### config.mk
export PLATFORM = sky130hd
export DESIGN_NAME = mult_arbiter_flat
export DESIGN_NICKNAME = d
export VERILOG_FILES = /design/src/rtl/mult_arbiter_pkg.sv /design/src/rtl/mult_arbiter_if.sv /design/src/rtl/mult_arbiter_mult.sv /design/src/rtl/mult_arbiter.sv /design/src/flat_wrapper.sv
export SDC_FILE = /design/constraint.sdc
export NUM_CORES = 1
export LEC_CHECK = 0
export CORE_MARGIN = 8
export CORE_UTILIZATION = 40
export CTS_BUF_LIST = sky130_fd_sc_hd__clkbuf_8
export DETAILED_ROUTE_END_ITERATION = 8
export HOLD_SLACK_MARGIN = 0.12
export PLACE_DENSITY = 0.74
export SLEW_MARGIN = 10
export SYNTH_ARGS = -nofsm -noshare
export SYNTH_HDL_FRONTEND = slang
export SYNTH_SLANG_ARGS = --single-unit
### constraint.sdc
create_clock -name clk -period 11.48 [get_ports clk]
set_clock_uncertainty 0.15 [all_clocks]
set_input_delay 3.444 -clock clk [delete_from_list [all_inputs] [get_ports clk]]
set_output_delay 3.444 -clock clk [all_outputs]
set_load 0.02 [all_outputs]
### src/rtl/mult_arbiter_pkg.sv
// Shared constants and types for the four-requester arbitrated multiplier.
// Used by the arbiter top and by anything that needs the tag or count widths.
package mult_arbiter_pkg;

    localparam int N_REQ        = 4;
    localparam int MULT_ARB_LAT = 2;
    localparam int TAG_W        = 2;
    localparam int CNT_W        = 16;

    typedef logic [TAG_W-1:0] tag_t;

    typedef enum logic {
        ARB_ROUND_ROBIN = 1'b0,
        ARB_FIXED       = 1'b1
    } arb_mode_e;

    function automatic logic [N_REQ-1:0] tag_to_onehot(input tag_t tag);
        logic [N_REQ-1:0] oh;
        oh      = '0;
        oh[tag] = 1'b1;
        return oh;
    endfunction

endpackage

### src/rtl/mult_arbiter_if.sv
// Requester-side bus of the arbitrated multiplier: packed operands,
// one-hot grant, and the one-hot result strobe with its product.
interface mult_arbiter_if #(
    parameter int a_bits = 16,
    parameter int b_bits = 8,
    parameter int p_bits = 26,
    parameter int n_req  = 4
);
    logic [n_req-1:0]        req_valid;
    logic [n_req*a_bits-1:0] req_a;
    logic [n_req*b_bits-1:0] req_b;
    logic [n_req-1:0]        req_ready;
    logic [n_req-1:0]        res_valid;
    logic signed [p_bits-1:0] res_p;

    modport master (
        output req_valid, req_a, req_b,
        input  req_ready, res_valid, res_p
    );

    modport slave (
        input  req_valid, req_a, req_b,
        output req_ready, res_valid, res_p
    );
endinterface

### src/rtl/mult_arbiter_mult.sv
// Registered signed multiplier: loads a*b when enabled, otherwise holds.
// The product is sign-extended or truncated to the low p_bits.
module mult #(
    parameter int a_bits = 16,
    parameter int b_bits = 8,
    parameter int p_bits = 26
) (
    input  logic                     clk,
    input  logic                     rst,
    input  logic                     en,
    input  logic signed [a_bits-1:0] a,
    input  logic signed [b_bits-1:0] b,
    output logic signed [p_bits-1:0] p
);

    logic signed [a_bits+b_bits-1:0] full;

    assign full = a * b;

    // The size cast keeps the signed context, so it extends or truncates as needed.
    always_ff @(posedge clk or posedge rst) begin
        if (rst) begin
            p <= '0;
        end else if (en) begin
            p <= p_bits'(full);
        end
    end

endmodule

### src/rtl/mult_arbiter.sv
// Four-way arbiter in front of one shared two-stage signed multiplier.
// Grants are combinational; results return one-hot tagged two cycles later.
module mult_arbiter
    import mult_arbiter_pkg::*;
#(
    parameter int a_bits = 16,
    parameter int b_bits = 8,
    parameter int p_bits = 26,
    parameter int n_req  = N_REQ
) (
    input  logic              clk,
    input  logic              rst,
    mult_arbiter_if.slave     bus,
    input  logic              pause,
    input  logic              fixed_prio,
    output logic              idle,
    output logic [CNT_W-1:0]  issue_cnt
);

    arb_mode_e                mode;
    tag_t                     rr_ptr;
    tag_t                     grant_idx;
    tag_t                     idx;
    logic                     found;
    logic [n_req-1:0]         grant;
    logic                     s1_valid;
    logic signed [a_bits-1:0] s1_a;
    logic signed [b_bits-1:0] s1_b;
    tag_t                     s1_tag;
    logic                     s2_valid;
    tag_t                     s2_tag;

    assign mode = arb_mode_e'(fixed_prio);

    // Search from rr_ptr (or from 0 in fixed mode); 2-bit index wraps 3->0.
    always_comb begin
        found     = 1'b0;
        grant_idx = '0;
        idx       = '0;
        grant     = '0;
        if (!rst && !pause) begin
            for (int k = 0; k < n_req; k++) begin
                idx = (mode == ARB_FIXED) ? tag_t'(k) : rr_ptr + tag_t'(k);
                if (!found && bus.req_valid[idx]) begin
                    found     = 1'b1;
                    grant_idx = idx;
                end
            end
        end
        if (found) begin
            grant = tag_to_onehot(grant_idx);
        end
    end

    assign bus.req_ready = grant;

    always_ff @(posedge clk or posedge rst) begin
        if (rst) begin
            rr_ptr    <= '0;
            issue_cnt <= '0;
        end else if (found) begin
            if (mode == ARB_ROUND_ROBIN) begin
                rr_ptr <= grant_idx + tag_t'(1);
            end
            if (issue_cnt != '1) begin
                issue_cnt <= issue_cnt + 1'b1;
            end
        end
    end

    always_ff @(posedge clk or posedge rst) begin
        if (rst) begin
            s1_valid <= 1'b0;
            s1_a     <= '0;
            s1_b     <= '0;
            s1_tag   <= '0;
            s2_valid <= 1'b0;
            s2_tag   <= '0;
        end else begin
            s1_valid <= found;
            if (found) begin
                s1_a   <= bus.req_a[int'(grant_idx)*a_bits +: a_bits];
                s1_b   <= bus.req_b[int'(grant_idx)*b_bits +: b_bits];
                s1_tag <= grant_idx;
            end
            s2_valid <= s1_valid;
            s2_tag   <= s1_tag;
        end
    end

    // Stage 2 lives in the multiplier; it only loads when stage 1 holds work.
    mult #(
        .a_bits(a_bits),
        .b_bits(b_bits),
        .p_bits(p_bits)
    ) u_mult (
        .clk(clk),
        .rst(rst),
        .en (s1_valid),
        .a  (s1_a),
        .b  (s1_b),
        .p  (bus.res_p)
    );

    assign bus.res_valid = s2_valid ? tag_to_onehot(s2_tag) : '0;
    assign idle          = (grant == '0) & ~s1_valid & ~s2_valid;

endmodule

### src/flat_wrapper.sv
// flat-port wrapper written by rule: the top's interface ports become plain ports
module mult_arbiter_flat import mult_arbiter_pkg::*;
#(
    parameter int a_bits = 16,
    parameter int b_bits = 8,
    parameter int p_bits = 26,
    parameter int n_req  = N_REQ
)
  (clk, rst, pause, fixed_prio, idle, issue_cnt, bus_req_valid, bus_req_a, bus_req_b, bus_req_ready, bus_res_valid, bus_res_p);
  mult_arbiter_if #(.a_bits(a_bits), .b_bits(b_bits), .p_bits(p_bits), .n_req(n_req)) bus_i ();
  input  logic clk;
  input  logic rst;
  input  logic pause;
  input  logic fixed_prio;
  output logic idle;
  output logic [CNT_W-1:0] issue_cnt;
  input wire logic [$bits(bus_i.req_valid)-1:0] bus_req_valid;
  input wire logic [$bits(bus_i.req_a)-1:0] bus_req_a;
  input wire logic [$bits(bus_i.req_b)-1:0] bus_req_b;
  output wire logic [$bits(bus_i.req_ready)-1:0] bus_req_ready;
  output wire logic [$bits(bus_i.res_valid)-1:0] bus_res_valid;
  output wire logic [$bits(bus_i.res_p)-1:0] bus_res_p;
  assign bus_i.req_valid = bus_req_valid;
  assign bus_i.req_a = bus_req_a;
  assign bus_i.req_b = bus_req_b;
  assign bus_req_ready = bus_i.req_ready;
  assign bus_res_valid = bus_i.res_valid;
  assign bus_res_p = bus_i.res_p;
  mult_arbiter #(.a_bits(a_bits), .b_bits(b_bits), .p_bits(p_bits), .n_req(n_req)) u_core (.clk(clk), .rst(rst), .bus(bus_i), .pause(pause), .fixed_prio(fixed_prio), .idle(idle), .issue_cnt(issue_cnt));
endmodule
; ---- Yosys cells after proc, flatten, opt, wreduce, memory -nomap -nowiden
; Index checks and enable logic that the tools add are counted.
[classes]
add_sub_neg = 5
order_cmp = 8
n_shift = 2
n_bitwise = 5
n_mux = 31
n_reduce_logical = 14
n_eq_ne = 1
n_mul = 1
[op_table]
columns = operator, count
row1 = variable part select 64 x 7 -> 16 bit, 1
row2 = variable part select 32 x 6 -> 8 bit, 1
row3 = multiplier 16 x 8 -> 24 bit, 1
row4 = < comparator 2 x 3 -> 1 bit (second input constant), 6
row5 = two-way mux 2 bit, 9
row6 = adder 16 x 1 -> 16 bit (second input constant), 1
row7 = != test 16 bit (second input constant), 1
row8 = two-way mux 1 bit, 14
row9 = binary-select mux 1 bit (select 2 bit), 4
row10 = two-way mux 4 bit, 2
row11 = logical AND 1 bit, 6
row12 = logical NOT 1 bit, 5
row13 = adder 2 x 1 -> 2 bit (second input constant), 2
row14 = adder 2 bit (second input constant), 2
row15 = demux 1 bit (select 2 bit), 2
row16 = >= comparator 2 x 1 -> 1 bit (second input constant), 2
row17 = logical NOT 4 bit, 1
row18 = AND reduction 2 bit, 2
row19 = NOT 1 bit, 3
row20 = bitwise AND 1 bit, 2
[word_totals]
wordCells = 76
inputBits = 104
reg_bits = 72

; ---- Logic depth before layout (Yosys ltp)
[depth]
word_depth = 25
ltp_mapped = 18

; ---- Hierarchy
; From an unflattened synthesis, not the netlist that was laid out.
[unflattened]
cells_unflattened = 877
area_unflattened_um2 = 8394.3
[modules_own_cells]
columns = module, seq_area_each_um2, instances, cells_each, area_per_inst_um2
row1 = mult, 600.6, 1, 597, 5524.0
row2 = mult_arbiter, 1201.2, 1, 280, 2870.3

; ---- Worst setup path before layout
; OpenSTA, ideal clock, no wires.
[synth_timing]
path_type = input-to-output
start = input port fixed_prio
end = output port idle
stages = 13
path_slack_ns = 1.704
required_time_ns = 7.886
t_arrival_ns = 6.182
n_path_buf = 3
path_cell_list = buf_2 > or4b_1 > o31ai_1 > nand3_1 > o21ai_2 > inv_2 > nand2b_1 > buf_4 > buf_6 > inv_1 > ha_1 > and2_1 > nor4_1
[synth_via]
elab_cells_between_ends = 40
classes_between = order compare (2) / mux (28) / bitwise (2) / reduce/logical (8)
[synth_lines]
columns = element, line
row1 = "start, declared", flat_wrapper.sv:14  ; input logic fixed_prio;
row2 = two-way mux 2 bit, mult_arbiter.sv:43  ; idx = (mode == ARB_FIXED) ? tag_t'(k) : rr_ptr + tag_t'(k);
row3 = binary-select mux 1 bit (select 2 bit), mult_arbiter.sv:44  ; if (!found && bus.req_valid[idx]) begin
row4 = two-way mux 1 bit (implied by the code), mult_arbiter.sv:44
row5 = two-way mux 1 bit, mult_arbiter.sv:44
row6 = two-way mux 1 bit, mult_arbiter.sv:41  ; if (!rst && !pause) begin
row7 = logical NOT 1 bit, mult_arbiter.sv:44
row8 = logical AND 1 bit, mult_arbiter.sv:44
row9 = two-way mux 1 bit, mult_arbiter.sv:44
row10 = [6 not listed], --
row11 = logical AND 1 bit, mult_arbiter.sv:44
row12 = two-way mux 1 bit (*), mult_arbiter.sv:44
row13 = two-way mux 1 bit (*), mult_arbiter.sv:41
row14 = via u_core.found, mult_arbiter.sv:24  ; logic found;
row15 = two-way mux 4 bit (*), mult_arbiter.sv:50  ; if (found) begin
row16 = via bus_req_ready[1], flat_wrapper.sv:20  ; output wire logic [$bits(bus_i.req_ready)-1:0] bus_req_ready;
row17 = logical NOT 4 bit (*), mult_arbiter.sv:106  ; assign idle = (grant == '0) & ~s1_valid & ~s2_valid;
row18 = bitwise AND 1 bit (*) (2 in a row), mult_arbiter.sv:106
row19 = "end, declared", flat_wrapper.sv:15  ; output logic idle;
; Mark *: on every way through the listed nets, which the timed path passes. The rest lies on a longest branch. The select of a mux whose other input is x is not followed.

; ---- Worst setup path in the final report
[layout_timing]
start = input port fixed_prio
end = output port idle
[layout_via]
elab_chain_cells = 25
elab_cells_between_ends = 40
classes_between = order compare (2) / mux (28) / bitwise (2) / reduce/logical (8)
[layout_lines]
columns = element, line
row1 = two-way mux 2 bit, mult_arbiter.sv:43
row2 = binary-select mux 1 bit (select 2 bit), mult_arbiter.sv:44
row3 = two-way mux 1 bit (implied by the code), mult_arbiter.sv:44
row4 = two-way mux 1 bit, mult_arbiter.sv:44
row5 = two-way mux 1 bit, mult_arbiter.sv:41
row6 = logical NOT 1 bit, mult_arbiter.sv:44
row7 = logical AND 1 bit, mult_arbiter.sv:44
row8 = two-way mux 1 bit, mult_arbiter.sv:44
row9 = [9 not listed], --
row10 = via u_core.grant_idx[0], mult_arbiter.sv:22  ; tag_t grant_idx;
row11 = < comparator 2 x 3 -> 1 bit (implied by the code) / >= comparator 2 x 1 -> 1 bit (equally long branches), mult_arbiter_pkg.sv:20  ; oh[tag] = 1'b1;
row12 = logical AND 1 bit (implied by the code), mult_arbiter_pkg.sv:20
row13 = two-way mux 1 bit (implied by the code), mult_arbiter_pkg.sv:20
row14 = demux 1 bit (select 2 bit) (*), --
row15 = two-way mux 4 bit (*), mult_arbiter.sv:50
row16 = logical NOT 4 bit (*), mult_arbiter.sv:106
row17 = bitwise AND 1 bit (*) (2 in a row), mult_arbiter.sv:106
; Marks and branches as above.

==> key figures <==
Status
  – Outcome: complete, no violations

Critical path
  – Critical Path End Type: output pin
  – WS Path Type: in2out
  – Crit path max fanout: 11
  – Startpoint class of the critical path: primary input
  – Critical path data required time: 7.89 ns
  – CP arrival: 6.98 ns

Place
  – Post-DP HPWL: 17000 µm
  – Gpl congestion: 0.819
  – # port buffers: 154
  – Dpl cells: 1295

Timing
  – Max_slew headroom: 0.369
  – Worst slew pin tran: 0.946 ns
  – Unrepaired setup endpoints after global routing: false
  – Period utilisation layout: 0.921
  – Hold Vio Cnt, Final: 0
  – Setup Viol. Count Final: 0
  – Max Slew Vio Count: 0
  – Fmax achieved: 94.6 MHz
  – Setup TNS: 0 ns
  – Fin crit period: 10.58 ns
  – Final hold slack: 0.238 ns

Die
  – # IOs: 155
  – Die X: 163 µm
  – Chip Height: 163 µm
  – # rows: 53
  – Initial Util: 0.409
  – Die ar.: 0.0265 mm²
  – Total core area: 0.0211 mm²

Detailed routing
  – Initial DRC count: 332
  – Residual DRC: 0
  – Vias per inst: 5.12
  – Routed via count: 6713
  – Post-DRT Antenna Nets: 0
  – DRT Pass-1 Iters: 5
  – DRT Wirelength: 21600 µm
  – Wire per inst: 16.5 µm

Finish
  – Area of the multi-input gates: 0.00601 mm²
  – Non-Filler Instances: 1311
  – N_diodes: 0
  – Layout cell share with drive strength beyond 1: 0.0734
  – Nets: 1288
  – Filler Cell Count: 1939
  – Sequential standard cell area: 0.00180 mm²
  – P&R area growth vs syn: 22.4%

CTS
  – Post-CTS setup buffer count: 0
  – CTS Hold Buffers Added: 0
  – Total CTS buffers: 9
  – H-tree depth: 3
  – Cts repair resizes: 0
  – CTS sink count: 72
  – CTS tree: done
  – Clock Latency Late Sink: 0.39 ns
  – Clk root buf: clkbuf_8
  – Clk slew on worst S/H paths: 0.09 ns
  – Deepest clock path buffer count: 2

Yosys
  – Count leader, synth: inv_1
  – Mapped Avg Cell Area: 9.66 µm²
  – Syn_nets: 1150
  – Dominant cell type by area after synthesis: fa_1
  – Top_reg_cell synth: dfrtp_1
  – Top area cells in the synthesized netlist: fa_1 24%, dfrtp_1 21%, ha_1 7.2%, inv_1 7.0%, and2_1 6.4%
  – Seq/Total Area, Yosys: 0.209
  – Synth top area share: 0.239
  – Count of warnings emitted by yosys: 0
  – Synthesized instance count: 893
  – Synth top cells by count: 161 x inv_1, 103 x fa_1, 88 x and2_1
  – Post-synth ARST share: 1.00
  – Mapped Area: 0.00863 mm²
  – Register bit total from synthesis: 72
  – Cell variety after synth: 66
  – Post-synth EDFFs: 0

GRT
  – GRT Util Overall: 0.172
  – Global-route wire length before repair: 36400 µm
  – Vias in the first global route: 7233
  – Antenna violations before repair: 0
  – Pin count of the biggest net entering global routing: 73
  – Global route total overflow: 0

Job
  – Max_cap viols: 0

Hold path
  – Worst min path class: reg2reg
==> sequential cells by signal, indices dropped and copies added, names as in the netlist <==
register / count
u_core.issue_cnt: 16
u_core.s1_b: 8
u_core.s2_valid: 1
u_core.u_mult.p: 24
u_core.s2_tag: 2
u_core.s1_tag: 2
u_core.rr_ptr: 2
u_core.s1_a: 16
u_core.s1_valid: 1
==> through the flow <==
| stage | utilization | setup slack [ns] | instance area, µm² |
|---|---|---|---|
| after detailed placement | 0.491 | 0.926 | 10400 |
| after CTS | 0.501 | 0.906 | 10600 |
| after global routing | 0.501 | 0.694 | 10600 |
| final | 0.501 | 0.904 | 10600 |
| after global placement | 0.491 | 1.03 | 10400 |
| after floorplan | - | 1.70 | 8630 |
==> routing by layer <==
layer	share of wire	routed length (µm)	GRT usage
met5	0	0	0
met4	0.020	421	0.0580
met3	0.049	1050	0.0356
met2	0.53	11300	0.312
met1	0.41	8750	0.196
==> cell type report <==
class                      instances  share of cell area
multi-input combinational        625               0.569
sequential                        72               0.171
timing repair buffer             160               0.150
inverter                         163              0.0579
tap                              275              0.0326
clock buffer                       9              0.0117
clock inverter                     7             0.00794
==> cells in the final DEF, fill, tap and decap left out, types with 3 or more instances in the layout <==
cell type and instances:
inv_6 3, or3_1 3, nor3_1 7, o21a_1 4, xor2_1 9, fa_1 103
mux2_2 15, dfrtp_1 72, and3_1 5, a21o_1 5, a211oi_1 7, clkbuf_8 9
nor4_1 4, o31ai_1 4, nand2_1 80, and4_1 3, o221ai_2 24, xnor2_1 20
a31oi_1 5, nand3_1 8, mux2i_1 49, and2_1 88, inv_1 160, buf_4 6
nor2_1 40, o21ai_0 14, nand2b_1 11, ha_1 50, nor2b_1 6, nand4_1 4
a21oi_1 16, clkdlybuf4s50_1 154
==> worst max-delay path, stage by stage <==
cell             delay [ns]
clkdlybuf4s50_1        0.65
nand2b_1               0.22
o22ai_4                0.11
a221oi_4               0.37
a211oi_1               0.09
a221oi_2               0.27
nand2b_1               0.43
inv_1                  0.13
ha_1                   0.21
and2_1                 0.15
nor4_1                 0.24
clkdlybuf4s50_1        0.66
==> logic make-up (layout without fill, tap and decap cells) <==
group                      count (synthesis)  count (layout)  share of synthesized area
xor gates and xnor gates                  29              29                     0.0294
adders and majority gates                153             153                      0.311
and+or+nand+nor                          271             271                      0.165
muxes                                     64              64                     0.0764
AOI/OAI and AO/OA                        108             108                      0.114
DFF                                       72              72                      0.209
buffers and inverters                    196             339                     0.0948
==> final timing paths <==
path	start	to	slack, ns	cells past startpoint
min	u_core.s1_tag[0]	u_core.s2_tag[0]	0.24	0
max	fixed_prio	idle	0.90	12
max in group asynchronous	rst	u_core.u_mult.p[11]	6.92	3
min reg2reg	u_core.s1_tag[0]	u_core.s2_tag[0]	0.24	0
max reg2reg	u_core.s1_b[7]	u_core.u_mult.p[22]	5.50	14
min in group asynchronous	rst	u_core.s1_a[14]	3.62	3
Power is not shown: default switching activity piles up to over one toggle a cycle in this logic, so the estimate is an artifact.
